--- src/rtl/fpnew_pkg.sv ---
// Shared FPU definitions: floating-point format enumeration, IEEE status
// flags, and a round-robin pointer helper used by the result arbiters.
package fpnew_pkg;

    localparam int unsigned NUM_FP_FORMATS = 5;
    localparam int unsigned FP_FORMAT_BITS = $clog2(NUM_FP_FORMATS);

    typedef enum logic [FP_FORMAT_BITS-1:0] {
        FP32    = 'd0,
        FP64    = 'd1,
        FP16    = 'd2,
        FP8     = 'd3,
        FP16ALT = 'd4
    } fp_format_e;

    typedef struct packed {
        logic NV; // invalid operation
        logic DZ; // divide by zero
        logic OF; // overflow
        logic UF; // underflow
        logic NX; // inexact
    } status_t;

    // Wrapped increment of a round-robin pointer over n entries; explicit
    // wrap so non-power-of-two counts never reach an out-of-range index.
    function automatic int unsigned rr_next(int unsigned idx, int unsigned n);
        if (idx + 1 >= n) return 0;
        return idx + 1;
    endfunction

endpackage

--- src/rtl/fpnew_rr_pick.sv ---
// Combinational round-robin picker.
//   req_i : request vector, element 0 first
//   ptr_i : highest-priority index; scan runs ptr, ptr+1, ..., wrapping
//   gnt_o : one-hot grant of the winner (all zero when nothing requests)
//   idx_o : binary index of the winner
//   any_o : at least one request is active
module fpnew_rr_pick #(
    parameter  int unsigned NumReq   = 5,
    localparam int unsigned IdxWidth = (NumReq > 1) ? $clog2(NumReq) : 1
) (
    input  logic [0:NumReq-1]   req_i,
    input  logic [IdxWidth-1:0] ptr_i,
    output logic [0:NumReq-1]   gnt_o,
    output logic [IdxWidth-1:0] idx_o,
    output logic                any_o
);

    // Walk offsets from farthest to nearest so the request closest to the
    // pointer overwrites any earlier match and wins.
    always_comb begin
        gnt_o = '0;
        idx_o = '0;
        any_o = |req_i;
        for (int unsigned k = NumReq; k > 0; k--) begin
            logic [IdxWidth-1:0] ci;
            ci = IdxWidth'((32'(ptr_i) + k - 1) % NumReq);
            if (req_i[ci]) begin
                idx_o     = ci;
                gnt_o     = '0;
                gnt_o[ci] = 1'b1;
            end
        end
    end

endmodule

--- src/rtl/fpnew_slice_out_arb.sv ---
// Opgroup result collector: arbitrates round-robin among the format slices
// of one operation group and holds the winner in a single output register.
//   clk_i, rst_ni        : clock, asynchronous active-low reset
//   result_i .. tag_i    : per-slice result, status, extension bit, tag
//   in_valid_i/in_ready_o: per-slice handshake (at most one ready at a time)
//   flush_i              : drop the held result, accept nothing this cycle
//   result_o .. tag_o    : registered winner fields
//   fmt_idx_o            : slice index that produced the held result
//   out_valid_o/out_ready_i : downstream handshake
//   busy_o               : result held or any slice pending
module fpnew_slice_out_arb
    import fpnew_pkg::*;
#(
    parameter  int unsigned NumInputs = 5,
    parameter  int unsigned Width     = 32,
    parameter  type         TagType   = logic,
    localparam int unsigned IdxWidth  = (NumInputs > 1) ? $clog2(NumInputs) : 1
) (
    input  logic                              clk_i,
    input  logic                              rst_ni,
    input  logic [0:NumInputs-1][Width-1:0]   result_i,
    input  status_t [0:NumInputs-1]           status_i,
    input  logic [0:NumInputs-1]              extension_bit_i,
    input  TagType [0:NumInputs-1]            tag_i,
    input  logic [0:NumInputs-1]              in_valid_i,
    output logic [0:NumInputs-1]              in_ready_o,
    input  logic                              flush_i,
    output logic [Width-1:0]                  result_o,
    output status_t                           status_o,
    output logic                              extension_bit_o,
    output TagType                            tag_o,
    output logic [IdxWidth-1:0]               fmt_idx_o,
    output logic                              out_valid_o,
    input  logic                              out_ready_i,
    output logic                              busy_o
);

    logic                 valid_q,  valid_d;
    logic [IdxWidth-1:0]  rr_q,     rr_d;
    logic [Width-1:0]     result_q, result_d;
    status_t              status_q, status_d;
    logic                 ext_q,    ext_d;
    TagType               tag_q,    tag_d;
    logic [IdxWidth-1:0]  idx_q,    idx_d;

    logic [0:NumInputs-1] gnt;
    logic [IdxWidth-1:0]  win_idx;
    logic                 any_valid;
    logic                 load;
    logic                 handshake;

    fpnew_rr_pick #(
        .NumReq (NumInputs)
    ) i_pick (
        .req_i (in_valid_i),
        .ptr_i (rr_q),
        .gnt_o (gnt),
        .idx_o (win_idx),
        .any_o (any_valid)
    );

    // The register can take new data when empty or draining this cycle;
    // flush blocks any acceptance.
    assign load       = (!valid_q || out_ready_i) && !flush_i;
    assign handshake  = load && any_valid;
    assign in_ready_o = handshake ? gnt : '0;
    assign busy_o     = valid_q || any_valid;

    always_comb begin
        valid_d  = valid_q;
        rr_d     = rr_q;
        result_d = result_q;
        status_d = status_q;
        ext_d    = ext_q;
        tag_d    = tag_q;
        idx_d    = idx_q;

        if (flush_i) begin
            valid_d = 1'b0;
        end else if (load) begin
            valid_d = any_valid;
        end

        if (handshake) begin
            result_d = result_i[win_idx];
            status_d = status_i[win_idx];
            ext_d    = extension_bit_i[win_idx];
            tag_d    = tag_i[win_idx];
            idx_d    = win_idx;
            rr_d     = IdxWidth'(rr_next(32'(win_idx), NumInputs));
        end
    end

    always_ff @(posedge clk_i or negedge rst_ni) begin
        if (!rst_ni) begin
            valid_q  <= 1'b0;
            rr_q     <= '0;
            result_q <= '0;
            status_q <= '0;
            ext_q    <= 1'b0;
            tag_q    <= '0;
            idx_q    <= '0;
        end else begin
            valid_q  <= valid_d;
            rr_q     <= rr_d;
            result_q <= result_d;
            status_q <= status_d;
            ext_q    <= ext_d;
            tag_q    <= tag_d;
            idx_q    <= idx_d;
        end
    end

    assign out_valid_o     = valid_q;
    assign result_o        = result_q;
    assign status_o        = status_q;
    assign extension_bit_o = ext_q;
    assign tag_o           = tag_q;
    assign fmt_idx_o       = idx_q;

endmodule

--- config.mk ---
export PLATFORM = sky130hd
export DESIGN_NAME = fpnew_slice_out_arb
export DESIGN_NICKNAME = d
export VERILOG_FILES = /design/src/rtl/fpnew_pkg.sv /design/src/rtl/fpnew_rr_pick.sv /design/src/rtl/fpnew_slice_out_arb.sv
export SDC_FILE = /design/constraint.sdc
export NUM_CORES = 1
export LEC_CHECK = 0
export CAP_MARGIN = 20
export CELL_PAD_IN_SITES_DETAIL_PLACEMENT = 1
export CELL_PAD_IN_SITES_GLOBAL_PLACEMENT = 1
export CORE_MARGIN = 1.5
export CORE_UTILIZATION = 27
export DETAILED_ROUTE_END_ITERATION = 8
export GPL_TIMING_DRIVEN = 0
export PLACE_DENSITY = 0.83
export SLEW_MARGIN = 40
export SYNTH_ARGS = -nofsm -noshare
export SYNTH_HDL_FRONTEND = slang
export SYNTH_HIERARCHICAL = 1
export SYNTH_SLANG_ARGS = --single-unit
--- constraint.sdc ---
create_clock -name clk_i -period 5.8 [get_ports clk_i]
set_clock_uncertainty 0.2 [all_clocks]
set_input_delay 1.74 -clock clk_i [delete_from_list [all_inputs] [get_ports clk_i]]
set_output_delay 1.74 -clock clk_i [all_outputs]
set_load 0.05 [all_outputs]
# Word level (Yosys, flattened, before mapping)
# Index checks and enable logic that the tools add are counted.
[totals] register_bits=46 latchBits=0 ram_bits=0 mem_bits_ro=0 inputBits=204 output_inout_bits=49 elab_cells=111 memories=0
[classes] n_addsub=11 mul=0 div_mod_pow=5 order_cmp=12 eq_ne=0 shift=0 muxes=53 bitwise=6 n_reduce_logical=13
[op_table] operator="$mod A32 B3 Y32 const B" count=5
[op_table] operator="$sub A32 B1 Y32 const B" count=5
[op_table] operator="$bmux W32 S3" count=1
[op_table] operator="$mux W32" count=2
[op_table] operator="$mux W5" count=8
[op_table] operator="$ge A4 B4 Y1 const B" count=6
[op_table] operator="$not A3 Y4" count=6
[op_table] operator="$mux W1" count=23
[op_table] operator="$bmux W1 S3" count=7
[op_table] operator="$lt A4 B1 Y1 const B" count=5
[op_table] operator="$mux W3" count=6
[op_table] operator="$bmux W5 S3" count=1
[op_table] operator="$demux W1 S3" count=5
[op_table] operator="$add A3 B1 Y4 const B" count=2
[op_table] operator="$add A3 B2 Y4 const B" count=2
[op_table] operator="$add A3 B3 Y4 const B" count=2
[op_table] operator="$logic_and A1 B1 Y1" count=7
[op_table] operator="$reduce_or A5 Y1" count=1
[op_table] operator="$ge A4 B3 Y1 const B" count=1
[op_table] operator="$logic_not A1 Y1" count=2
[op_table] operator="$logic_or A1 B1 Y1" count=2
[op_table] operator="$reduce_bool A2 Y1" count=1

# Longest topological paths before layout
[depth] word_depth=17 mapped_depth=25 ltp_nobuf=22

# Cells and area by module
# The synthesis kept the hierarchy.
[by_module_without_submodules] mod="fpnew_slice_out_arb" n_inst=1 cells_each=265 area_each_um2=3265.6 seq_area_each_um2=1151.1
[by_module_without_submodules] mod="fpnew_rr_pick" n_inst=1 cells_each=247 area_each_um2=1635.3 seq_area_each_um2=0.0

# Least setup slack after synthesis
# Ideal clock, no wire load.
[synth_path] kind="reg-to-output" startpoint="register rr_q[0]" endpoint="output port in_ready_o[3] (netlist name)" arrival_ps=4129 required_ps=3860 path_slack_ps=-269 path_stages_with_launch=19 n_path_buf=2 path_cell_list="dfrtp_1 buf_6 clkinv_1 ha_1 buf_2 inv_1 ha_1 inv_1 ha_1 nand2b_1 o211ai_1 o211ai_1 mux2i_1 nor3_1 o21bai_1 nor2_1 nand2_1 o311ai_2 and3_1"
[synth_via] elab_chain_len=14 word_cells_on_any_way=66 classes_between="add/sub (10); div (5); order compare (10); mux (31); bitwise (5); reduce/logical (5)"
[synth_rtl] element="from (decl)" line_no="fpnew_slice_out_arb.sv:39" rtl="logic [IdxWidth-1:0] rr_q, rr_d;"
[synth_rtl] element="from (signal assigned)" line_no="fpnew_slice_out_arb.sv:105" rtl="rr_q <= rr_d;"
[synth_rtl] element="$add A3 B3 Y4" line_no="fpnew_rr_pick.sv:26" rtl="ci = IdxWidth'((32'(ptr_i) + k - 1) % NumReq);"
[synth_rtl] element="$sub A32 B1 Y32" line_no="fpnew_rr_pick.sv:26"
[synth_rtl] element="$mod A32 B3 Y32" line_no="fpnew_rr_pick.sv:26"
[synth_rtl] element="$not A3 Y4 (implied by the code)" line_no="fpnew_rr_pick.sv:27, fpnew_rr_pick.sv:30"
[synth_rtl] element="$ge A4 B4 Y1 (implied by the code) or $lt A4 B1 Y1 (tied branches)" line_no="fpnew_rr_pick.sv:30" rtl="gnt_o[ci] = 1'b1;"
[synth_rtl] element="$logic_and A1 B1 Y1 (implied by the code)" line_no="fpnew_rr_pick.sv:30"
[synth_rtl] element="$mux W1 (implied by the code)" line_no="fpnew_rr_pick.sv:30"
[synth_rtl] element="$demux W1 S3" line_no="fpnew_rr_pick.sv:30"
[synth_rtl] element="$mux W5 (4 in a row)" line_no="fpnew_rr_pick.sv:27" rtl="if (req_i[ci]) begin"
[synth_rtl] element="$mux W5 (*)" line_no="fpnew_rr_pick.sv:27"
[synth_rtl] element="net gnt (one bit)" line_no="fpnew_slice_out_arb.sv:46" rtl="logic [0:NumInputs-1] gnt;"
[synth_rtl] element="$mux W5 (*)" line_no="fpnew_slice_out_arb.sv:66" rtl="assign in_ready_o = handshake ? gnt : '0;"
[synth_rtl] element="to (decl)" line_no="fpnew_slice_out_arb.sv:26" rtl="output logic [0:NumInputs-1] in_ready_o,"
# The timed path passes the listed nets; every way through them passes the cells marked *. The select of a mux whose other input is x is not followed.

# Final worst setup path
[layout_path] startpoint="register rr_q[1]" endpoint="output port in_ready_o[3] (netlist name)"
# Same word-level chain as after synthesis.

==> out/results.txt <==
Synthesized flop and latch total -> 46
Top FF cell, synth -> dfrtp_1
Htree depth -> 2
Synth-to-layout area growth -> 77.6%
Status -> finished, violations left
Failing checks -> setup timing
DIE WIDTH -> 138 µm
TritonCTS clock tree -> yes
Non-filler cells, final -> 1,049
Slew HR -> 0.446
Via count -> 5,688
Final Hold Vio Count -> 0
GR Util All Layers -> 0.231
Critical Path AT -> 3970 ps
Max Freq -> 169 MHz
CTS Root Cell -> clkbuf_16
Sequential cell area fraction in the yosys report -> 0.235
Average instance area after synthesis -> 9.57 µm²
Insertion delay to the later sink of the worst-skew pair -> 300 ps
Reg-to-Reg End -> result_o[31]
TritonRoute pass-1 iters -> 4
Main combinational cell family by area after synthesis -> compound AO/OA/AOI/OAI gates
Total grt overflow -> 0
Startpoint Class -> register
Post-synth ARST share -> 1.00
Setup WS pre-CTS -> -1540 ps
Die area -> 19,000 µm²
Worst setup path start -> rr_q[1]
# Max-Cap Violations -> 0
Nets -> 1,045
IO Port Bufs -> 252
Final setup fails -> 5
DIE HEIGHT -> 138 µm
Worst reg2reg path depth -> 22
Tmin final -> 5910 ps
Placed wire-length estimate -> 17.6 mm
Routed Antenna Nets -> 0
First-pass GRT wire length -> 33.1 mm
Final weighted congestion in routability-driven placement -> 0.818
Inserted Clock Buffers -> 5
Io pins -> 253
Unrepaired setup endpoints after global routing -> true
Via density -> 5.42
Reg2reg start -> rr_q[1]
Row cnt -> 49
Simple-Gate Fraction of Synth Area -> 0.115
Antenna fix cells -> 0
CTS Sinks -> 46
WL per Instance -> 22.2 µm
Cell Area, Synth -> 4900 µm²
Worst Setup End Kind -> output pin
DRT Wirelength -> 23.3 mm
Final period util -> 1.02
GR Layer Usage met2 -> 0.407
Critical Path RT -> 3860 ps
EDFF count, synth -> 0
Mapped Cells -> 512
Most utilized layer in the global route result -> met2
Hold Path Class -> reg2reg
Library cells used by synthesis -> 64
Pin count of the biggest net entering global routing -> 27
DRT iter0 DRCs -> 247
Adder-Cell Fraction of Synth Area -> 0.0562
Antenna violations before repair -> 0
Drt drc -> 0
Met3 usage -> 0.0478
Final Slew Violations -> 0
Clock Tree Buf Depth -> 2
Share of post-route cells with drive strength above 1 -> 0.289
Critical path peak fanout -> 6
Final setup margin -> -106 ps
Multiplexer share of the synthesized area -> 0.214
R2R Setup Slk -> 640 ps
Post-synthesis compound-gate area fraction -> 0.298
CTS clk-pin slew, worst paths -> 70 ps
XOR/XNOR Fraction of Synth Area -> 0.0143
Cells after DPL -> 994
Initial core utilization -> 0.274
Yosys Warn Count -> 6
Vias in the first global route -> 6,072
Slew at the pin closest to its max-slew limit -> 831 ps
Critical Path Sink -> in_ready_o[3]
Mapped Nets -> 738
Met1 Use GR -> 0.287
CORE AREA -> 17,900 µm²
Critical path class -> reg2out
-- worst max-delay path, stage by stage (launching register included) --
cell	delay [ps]
dfrtp_2	470
buf_6	150
ha_4	170
xor2_4	160
inv_2	130
ha_4	170
inv_2	50
ha_4	260
nand4b_1	120
o211ai_1	120
o211ai_1	340
mux2i_1	280
nor3_2	80
o21bai_4	230
nor2_4	210
buf_6	120
nand4b_1	150
o311ai_4	100
and3_4	230
buf_8	140
-- cells in the mapped netlist (5+ instances only) --
library cell	instances	share of area
a21oi_1	96	0.098
dfrtp_1	46	0.23
mux4_2	39	0.18
a22oi_2	30	0.077
ha_1	22	0.056
nand2_1	22	0.017
inv_1	21	0.016
nor2_1	21	0.016
buf_2	18	0.018
o21ai_0	18	0.018
clkbuf_1	14	0.011
nor3_1	12	0.012
a22oi_1	10	0.015
o211ai_1	10	0.015
mux2i_1	9	0.018
nand3_1	9	0.0092
a31oi_1	8	0.010
nor2b_1	8	0.010
buf_6	7	0.016
nand2b_1	7	0.0089
xnor2_1	7	0.013
and3_1	6	0.0077
mux2_1	5	0.011
-- area by class of cell --
cell class	count	area, µm²
fill	2007	9200
clock buffer	5	125
buffer	43	270
multi-input combinational	399	3770
sequential	46	1150
tap	229	287
inverter	23	116
timing repair buffer	301	2940
clock inverter	3	43.8
-- metrics by stage --
step	utilization	TNS [ps]	cell area (µm²)	hold WS, ps
after floorplan	-	0	4910	413
after global placement	0.431	-11720	7720	268
after detailed placement	0.432	-16320	7740	279
after CTS	0.468	-72.9	8370	294
after global routing	0.486	-1050	8700	320
final	0.486	-344	8700	290
-- sequential cells by signal (all words and copies together), names as in the netlist --
name,cells
result_o,32
status_o,5
fmt_idx_o,3
rr_q,3
extension_bit_o,1
out_valid_o,1
tag_o,1
-- what timing repair did --
item                                    CTS  global route
endpoints found under the setup margin   46             5
pin swaps                                20            24
cloned                                    0             0
hold buffers                              0             0
gates resized for setup                 106            44
buffers inserted                         27            21
-- per-layer routing --
metal | wire length [µm] | part of all wire
met5 | 0 | 0
met4 | 520 | 0.022
met3 | 1440 | 0.062
met2 | 12200 | 0.52
met1 | 9140 | 0.39
-- cell usage in the layout, fill, tap and decap left out, drive strengths merged, types with 12 or more instances in the layout --
master         instances
mux4                  39
a22oi                 40
dfrtp                 46
a21oi                 97
o21ai                 20
nand2                 22
inv                   22
ha                    22
clkbuf                18
clkdlybuf4s50        242
nor2                  21
buf                   85
nor3                  12
-- cell families after synthesis --
family | Yosys count
adder cells (fa/ha/maj) | 22
buffers and inverters | 67
multiplexers | 55
flip-flops | 46
XOR/XNOR | 8
AND/OR/NAND/NOR | 108
AO/OA/AOI/OAI | 206
-- worst min path at each step --
stage | endpoint | startpoint | slack, ps | depth (start not counted)
finish | fmt_idx_o[1] | fmt_idx_o[1] | 290 | 1
global route | fmt_idx_o[0] | fmt_idx_o[0] | 320 | 1
CTS | fmt_idx_o[1] | fmt_idx_o[1] | 290 | 1
detailed placement | fmt_idx_o[1] | fmt_idx_o[1] | 280 | 1
global placement | fmt_idx_o[2] | fmt_idx_o[2] | 270 | 1
floorplan | rr_q[0] | rr_q[0] | 410 | 1
Power is not shown: default switching activity piles up to over one toggle a cycle in this logic, so the estimate is an artifact.
